$ cat config.mk
export PLATFORM = sky130hd
export DESIGN_NAME = laser_controller
export DESIGN_NICKNAME = d
export VERILOG_FILES = /design/src/rtl/laser_pkg.sv /design/src/rtl/laser_frame_timer.sv /design/src/rtl/laser_controller.sv
export SDC_FILE = /design/constraint.sdc
export NUM_CORES = 1
export LEC_CHECK = 0
export BUFFER_PORTS_ARGS = -buffer_cell sky130_fd_sc_hd__buf_4
export CORE_ASPECT_RATIO = 0.7
export CORE_MARGIN = 2
export CORE_UTILIZATION = 55
export CTS_CLUSTER_SIZE = 16
export DETAILED_ROUTE_END_ITERATION = 8
export PLACE_DENSITY = 0.77
export RECOVER_POWER = 25
export SETUP_SLACK_MARGIN = 0.05
export SYNTH_ARGS = -nofsm -noshare
export SYNTH_HDL_FRONTEND = slang
export SYNTH_SLANG_ARGS = --single-unit
export TNS_END_PERCENT = 30
$ cat constraint.sdc
create_clock -name clk -period 5.2 [get_ports clk]
set_input_delay 0.52 -clock clk [delete_from_list [all_inputs] [get_ports clk]]
set_output_delay 0.52 -clock clk [all_outputs]
set_load 0.01 [all_outputs]
$ cat src/rtl/laser_pkg.sv
// Shared types for the laser shot sequencer and the per-quadrant display layers.
package laser_pkg;

    localparam int LASER_R_W = 4;

    typedef logic [1:0] quadrant_t;

    typedef enum logic [1:0] {
        IDLE     = 2'd0,
        EXTEND   = 2'd1,
        HOLD     = 2'd2,
        COOLDOWN = 2'd3
    } laser_state_t;

endpackage

$ cat src/rtl/laser_frame_timer.sv
// Frame-tick counter: hit fires on the tick that brings the count to target,
// and the count restarts from zero on that same tick.
module laser_frame_timer (
    input  logic       clk,
    input  logic       rst,
    input  logic       frame_tick,
    input  logic       clear,
    input  logic [7:0] target,
    output logic       hit
);

    logic [7:0] fcnt_q;
    logic [7:0] fcnt_d;

    // Next count and terminal-tick detection; clear wins over a same-cycle tick.
    always_comb begin
        hit    = 1'b0;
        fcnt_d = fcnt_q;
        if (clear) begin
            fcnt_d = 8'd0;
        end else if (frame_tick) begin
            if (fcnt_q == (target - 8'd1)) begin
                hit    = 1'b1;
                fcnt_d = 8'd0;
            end else begin
                fcnt_d = fcnt_q + 8'd1;
            end
        end else begin
            fcnt_d = fcnt_q;
        end
    end

    // Count register.
    always_ff @(posedge clk) begin
        if (rst) begin
            fcnt_q <= 8'd0;
        end else begin
            fcnt_q <= fcnt_d;
        end
    end

endmodule

$ cat src/rtl/laser_controller.sv
// Laser shot sequencer: fire -> extend beam one radius step per STEP_FRAMES
// ticks -> hold at R_MAX -> report shot -> cooldown before the next fire.
module laser_controller
    import laser_pkg::*;
#(
    parameter int unsigned STEP_FRAMES     = 2,
    parameter int unsigned HOLD_FRAMES     = 4,
    parameter int unsigned COOLDOWN_FRAMES = 8,
    parameter int unsigned R_MAX           = 15
) (
    input  logic       clk,
    input  logic       rst,
    input  logic       frame_tick,
    input  logic       fire,
    input  logic [1:0] aim_quadrant,
    input  logic       abort,
    output logic       laser_active,
    output logic [3:0] laser_r,
    output logic [1:0] laser_quadrant,
    output logic       busy,
    output logic       shot_done,
    output logic [1:0] shot_quadrant
);

    localparam logic [7:0]           STEP_T = 8'(STEP_FRAMES);
    localparam logic [7:0]           HOLD_T = 8'(HOLD_FRAMES);
    localparam logic [7:0]           COOL_T = 8'(COOLDOWN_FRAMES);
    localparam logic [LASER_R_W-1:0] R_TOP  = LASER_R_W'(R_MAX);

    laser_state_t          state_q, state_d;
    logic                  active_q, active_d;
    logic [LASER_R_W-1:0]  r_q, r_d;
    quadrant_t             quad_q, quad_d;
    logic                  busy_q, busy_d;
    logic                  done_q, done_d;
    quadrant_t             shot_quad_q, shot_quad_d;

    logic                  timer_clear_s;
    logic [7:0]            timer_target_s;
    logic                  timer_hit_s;

    // Every transition out of a timed state happens on a hit, which already
    // restarts the count, so only IDLE and abort need an explicit clear.
    always_comb begin
        timer_clear_s  = (state_q == IDLE) || abort;
        timer_target_s = 8'd1;
        case (state_q)
            EXTEND:   timer_target_s = STEP_T;
            HOLD:     timer_target_s = HOLD_T;
            COOLDOWN: timer_target_s = COOL_T;
            default:  timer_target_s = 8'd1;
        endcase
    end

    laser_frame_timer u_timer (
        .clk        (clk),
        .rst        (rst),
        .frame_tick (frame_tick),
        .clear      (timer_clear_s),
        .target     (timer_target_s),
        .hit        (timer_hit_s)
    );

    // Next-state and output logic; abort overrides fire and frame_tick.
    always_comb begin
        state_d     = state_q;
        active_d    = active_q;
        r_d         = r_q;
        quad_d      = quad_q;
        done_d      = 1'b0;
        shot_quad_d = shot_quad_q;
        if (abort) begin
            state_d  = IDLE;
            active_d = 1'b0;
            r_d      = '0;
        end else begin
            case (state_q)
                IDLE: begin
                    if (fire) begin
                        quad_d   = aim_quadrant;
                        r_d      = '0;
                        active_d = 1'b1;
                        state_d  = EXTEND;
                    end else begin
                        state_d = IDLE;
                    end
                end
                EXTEND: begin
                    if (timer_hit_s) begin
                        r_d = r_q + 4'd1;
                        if ((r_q + 4'd1) == R_TOP) begin
                            state_d = HOLD;
                        end else begin
                            state_d = EXTEND;
                        end
                    end else begin
                        state_d = EXTEND;
                    end
                end
                HOLD: begin
                    if (timer_hit_s) begin
                        active_d    = 1'b0;
                        done_d      = 1'b1;
                        shot_quad_d = quad_q;
                        state_d     = COOLDOWN;
                    end else begin
                        state_d = HOLD;
                    end
                end
                COOLDOWN: begin
                    if (timer_hit_s) begin
                        state_d = IDLE;
                    end else begin
                        state_d = COOLDOWN;
                    end
                end
                default: begin
                    state_d  = IDLE;
                    active_d = 1'b0;
                    r_d      = '0;
                end
            endcase
        end
        busy_d = (state_d != IDLE);
    end

    // State and output registers.
    always_ff @(posedge clk) begin
        if (rst) begin
            state_q     <= IDLE;
            active_q    <= 1'b0;
            r_q         <= '0;
            quad_q      <= 2'd0;
            busy_q      <= 1'b0;
            done_q      <= 1'b0;
            shot_quad_q <= 2'd0;
        end else begin
            state_q     <= state_d;
            active_q    <= active_d;
            r_q         <= r_d;
            quad_q      <= quad_d;
            busy_q      <= busy_d;
            done_q      <= done_d;
            shot_quad_q <= shot_quad_d;
        end
    end

    assign laser_active   = active_q;
    assign laser_r        = r_q;
    assign laser_quadrant = quad_q;
    assign busy           = busy_q;
    assign shot_done      = done_q;
    assign shot_quadrant  = shot_quad_q;

endmodule

==> run metrics, run 1 <==
kind of critical path=flip-flop to flip-flop; area delta synth->final=13.9%; Inserted Clock Buffers=3; IO Pins=18; Place WS=3240 ps; worst hold slack=410 ps; layout cell share with drive strength beyond 1=15.3%; Max clock buf depth=2; Synth Register Bits=21; root buf cell=clkbuf_4; Most Crowded Layer GR=met2; Worst setup EP type=flip-flop; max-cap violation count=0; GRT overflow=0; Period Utilization, post-route=40.3%; Final Hold Fails=0; TritonCTS clock tree=done; overall power=262 uW; synth top area cells=dfxtp_1 40%, nor2_1 5.3%, xor2_1 4.2%, ha_1 3.6%, o2bb2ai_1 3.3%; Antenna Nets Post-Route=0; DRC viols=0; vias=985; Syn. warnings=0; syn_nets=129; unrepaired setup endpoints after global routing=no; 1st-pass router iterations=4; sequential share of the synthesized area=39.9%; RD Place Congestion=0.854; met1 GRT Util=31.1%; Critical Path Start Type=flip-flop; grt met3 use=6.62%; Power Density=218 nW/um^2; Hold Path Class=input port to flip-flop; Final min period=2100 ps; status=finished, final reports clean; vias in the first global route=810; Core Rows=13; Placement Cell Area=1200 sq um; Ant. Diodes=0; fill count=156; Core Region=1840 sq um; final WL=2380 microns; CTS H-Tree Depth=1; Slew Limit Fails=0; Hold Buf Count CTS=0; Initial Util=57.4%; share of the synthesized area in the top cell type=39.9%; WL/cell=15.0 microns; setup ws final=3100 ps; GRT met2 Usage=35.3%; post-route cell area=1200 sq um; Crit Path Max Fanout=13; clock latency at the later pin of the worst-skew pair=300 ps; number of nets in the layout=148; Initial DRC Count=30; port bufs=17; Die Wd=56.3 microns; CTS clk-pin slew, worst paths=110 ps; CTS sink count=21; initial antenna violation count=0; relative slew slack=56.5%; CTS resizes=0; global-route wire length before repair=3810 microns; Worst IR Drop VDD=189 uV; DIE AREA=2290 sq um; Setup violations, final=0; r2r setup slk=3100 ps; Synth cell types=38; Netlist Area Pre-Place=1050 sq um; setup TNS=0 ps; vias per cell=6.19; GRT Total Usage=22.6%; CP arrival=2320 ps; setup bufs post-CTS=0; DPL Wire Length=1800 microns; worst slew pin tran=647 ps; fmax=0.477 GHz; Static Leakage=0.448 nW; Worst Skew=2.39 ps; CP required=5430 ps; Gate Count Post-Synth=119; syn_area_per_cell=8.86 sq um; height of the die=40.6 microns; largest area contributor in the netlist=dfxtp_1; largest net degree at the start of global routing=14
==> cells by family (layout without fill, tap and decap cells) <==
group / after synthesis / after routing / synth area share [%]
AND/OR/NAND/NOR: 53 / 53 / 28.2
XOR/XNOR: 7 / 7 / 5.81
AO/OA/AOI/OAI: 26 / 26 / 18.0
adder cells (fa/ha/maj): 3 / 3 / 3.56
flip-flops: 21 / 21 / 39.9
buffers and inverters: 7 / 25 / 2.61
multiplexers: 2 / 2 / 1.90
==> where the power goes <==
part / leakage [nW] / internal (mW) / total (mW) / switching (mW)
sequential: 0.170 / 0.163 / 0.165 / 0.00230
combinational: 0.263 / 0.00840 / 0.0202 / 0.0118
clock: 0.0150 / 0.0299 / 0.0770 / 0.0472
==> cell type report <==
class / instances / area (sq um) / share of cell area, %
Inverter: 4 / 15.0 / 1.25
Tap cell: 22 / 27.5 / 2.29
Multi-Input combinational cell: 91 / 607 / 50.5
Timing Repair Buffer: 17 / 105 / 8.75
Clock buffer: 4 / 26.3 / 2.19
Sequential cell: 21 / 420 / 35.0
==> per-stage QoR <==
step,util (%),instances
floorplan,-,119
global placement,65.1,155
detailed placement,65.1,155
CTS,66.6,159
global route,65.4,159
finish,65.4,159
==> path summary, 6_finish.rpt <==
check | endpoint | startpoint | cells past startpoint
max reg2reg | laser_r[1] | state_q[0] | 5
max | laser_r[1] | state_q[0] | 5
min reg2reg | shot_quadrant[1] | shot_quadrant[1] | 1
min | laser_quadrant[1] | rst | 2
==> cells in the final DEF, fill, tap and decap left out, types with 2 or more instances in the layout <==
cell type	count
ha_1	3
and4_1	2
xnor2_1	2
nor3_1	3
xor2_1	5
nand4_1	4
clkbuf_4	3
o21ai_0	4
a21oi_1	4
buf_4	11
nand2_1	8
a31o_1	2
clkbuf_1	7
nand2b_1	4
mux2i_1	2
o22ai_1	2
dfxtp_1	21
nor4_2	2
nand3_1	3
and3_1	2
or2_2	2
nor3b_1	3
inv_1	4
o2bb2ai_1	4
nor2_1	15
a311oi_1	3
==> synth_stat cells <==
master and count:
dfxtp_1 21, nor2_1 15, nand2_1 8, xor2_1 5, a21oi_1 4, inv_1 4
nand2b_1 4, nand4_1 4, o21ai_0 4, o2bb2ai_1 4, a311oi_1 3, ha_1 3
nand3_1 3, nor3_1 3, nor3b_1 3, a31o_1 2, and3_1 2, and4_1 2
mux2i_1 2, nor4_2 2, o22ai_1 2, or2_2 2, xnor2_1 2, a211o_1 1
a21o_1 1, a31oi_1 1, and2_1 1, buf_1 1, buf_2 1, clkbuf_1 1
nand3b_2 1, nor4_1 1, o211ai_1 1, o31ai_1 1, o31ai_2 1, o41ai_1 1
or3_1 1, or4_4 1
==> state kept, by name, summed over array words and instances, names as in the netlist <==
register	flops
laser_r	4
laser_active	1
shot_done	1
u_timer.fcnt_q	8
laser_quadrant	2
shot_quadrant	2
busy	1
state_q	2
==> layer usage <==
metal	part of all wire, %	vias up
met4	0.88	0
met3	9.4	4
met2	43	44
met5	0	-
li1	-	473
met1	47	464
==> worst max-delay path: stages (launching register included) <==
cell and delay (ps):
dfxtp_1 570, nand2b_1 160, a31oi_1 210, nor4_2 590, nand4_1 260, o2bb2ai_1 230
(Power assumes the default switching activity.)
==> run 2: changes to the inputs <==
CORE_UTILIZATION = 54   (was 55)
PLACE_DENSITY = 0.76   (was 0.77)
clock period = 2 ns   (was 5.2 ns; I/O delays follow)
==> run 2 against run 1 <==
Compared with the run above: global-route usage fell by 1.8 points; die area rose by 1.7%; final cell count rose by 3.1%; core utilization rose by 1.2 points; clock skew is 5.3 ps higher; highest routed layer unchanged; clock power grew to 2.7 times the previous value; total power grew to 2.6 times the previous value.
==> run metrics, run 2 (synthesis gave the netlist of run 1 again) <==
TritonCTS clock tree=done; GRT Total Usage=20.9%; Place WS=152 ps; Max clock buf depth=2; R2R cell count=5; crit path from=u_timer.fcnt_q[4]; Ant. Diodes=0; max-cap violation count=0; clock latency at the later pin of the worst-skew pair=310 ps; GRT overflow=0; Power Density=556 nW/um^2; fmax=0.542 GHz; kind of critical path=flip-flop to flip-flop; Worst setup EP type=flip-flop; vias in the first global route=784; global-route wire length before repair=3610 microns; CP endpoint=shot_quadrant[0]; CTS sink count=21; Worst Skew=7.64 ps; Critical Path Start Type=flip-flop; commonest non-fill, non-tap cell in the layout=dfxtp_1; CTS H-Tree Depth=1; Setup violations, final=0; Worst IR Drop VDD=524 uV; max FFs per register=8; Hold Path Class=input port to flip-flop; WL/cell=13.3 microns; CP arrival=2100 ps; Static Leakage=0.468 nW; area delta synth->final=17.1%; RD Place Congestion=0.888; relative slew slack=62.1%; vias=922; Initial Util=56.9%; Largest Register=u_timer.fcnt_q; IO Pins=18; Period Utilization, post-route=92.3%; Initial DRC Count=32; DRC viols=0; Core Region=1850 sq um; Core Rows=13; Inserted Clock Buffers=3; Reg2Reg Launch Point=u_timer.fcnt_q[4]; Die Wd=56.8 microns; CTS resizes=0; Slew Limit Fails=0; R2R Path End=shot_quadrant[0]; largest net degree at the start of global routing=14; layout cell share with drive strength beyond 1=19.0%; 1st-pass router iterations=4; DPL Wire Length=1650 microns; vias per cell=5.62; CP required=2260 ps; CTS clk-pin slew, worst paths=120 ps; port bufs=17; placed cell count=160; setup bufs post-CTS=0; most frequent cells in the layout=19 x dfxtp_1, 15 x nor2_1, 14 x buf_4; root buf cell=clkbuf_4; setup ws final=154 ps; r2r setup slk=150 ps; Hold Buf Count CTS=0; Final min period=1850 ps; final WL=2170 microns; DIE AREA=2330 sq um; Non-Filler Instances=164; Final Hold Fails=0; Crit Path Max Fanout=6; Antenna Nets Post-Route=0; number of nets in the layout=153; status=finished, final reports clean; worst slew pin tran=566 ps; height of the die=41.0 microns; initial antenna violation count=0; unrepaired setup endpoints after global routing=no; fill count=166; setup TNS=0 ps; final core occ=66.6%
[run 2: cell count changes in the layout (fill, tap and decap cells not counted)]
| cell | before | now |
|---|---|---|
| dfxtp_1 | 21 | 19 |
| clkbuf_1 | 7 | 8 |
| buf_4 | 11 | 14 |
| dfxtp_2 | 0 | 2 |
| clkinv_2 | 0 | 1 |
[run 2: critical path, cell delays in order, from the launching register on]
cell,delay (ps)
dfxtp_1,370
nor4_2,310
nand3b_2,200
or4_4,600
nor3b_1,200
a31o_1,120
[run 2: worst min-delay path by stage]
stage / start / endpoint / slack, ps / cells after the start
floorplan: rst / laser_quadrant[0] / 270 / 1
global placement: rst / laser_quadrant[1] / 420 / 2
detailed placement: rst / laser_quadrant[0] / 420 / 2
CTS: rst / laser_quadrant[0] / 90 / 2
global route: rst / laser_quadrant[0] / 80 / 2
finish: rst / laser_quadrant[0] / 90 / 2
[run 2: power by group]
group          total, mW  leakage, nW  switching [mW]  internal (mW)
combinational     0.0524        0.279          0.0302         0.0222
sequential         0.429        0.171         0.00559          0.423
clock              0.205       0.0177           0.130         0.0747
[run 2: cell type report]
class	instances	area [sq um]	share of cell area, %
multi-input cells	91	607	49.1
repair buffers	22	135	10.9
clock buffers	3	22.5	1.82
clock inverters	1	5.00	0.405
inverters	4	15.0	1.22
well taps	22	27.5	2.23
flip-flops and latches	21	423	34.2
[run 2: through the flow]
step | power (mW) | instance area, sq um | hold slack [ps]
after CTS | 0.697 | 1260 | 86.9
after detailed placement | 0.493 | 1230 | 420
after global routing | 0.717 | 1230 | 79.3
after global placement | 0.491 | 1230 | 415
after floorplan | 0.465 | 1050 | 269
final | 0.686 | 1230 | 91.3
[run 2: layer usage]
layer	up-vias	share of wire, %	GRT usage [%]
li1	484	-	-
met1	418	53	28.7
met2	18	42	32.0
met3	2	5.0	6.62
met4	0	0.60	5.81
met5	-	0	0
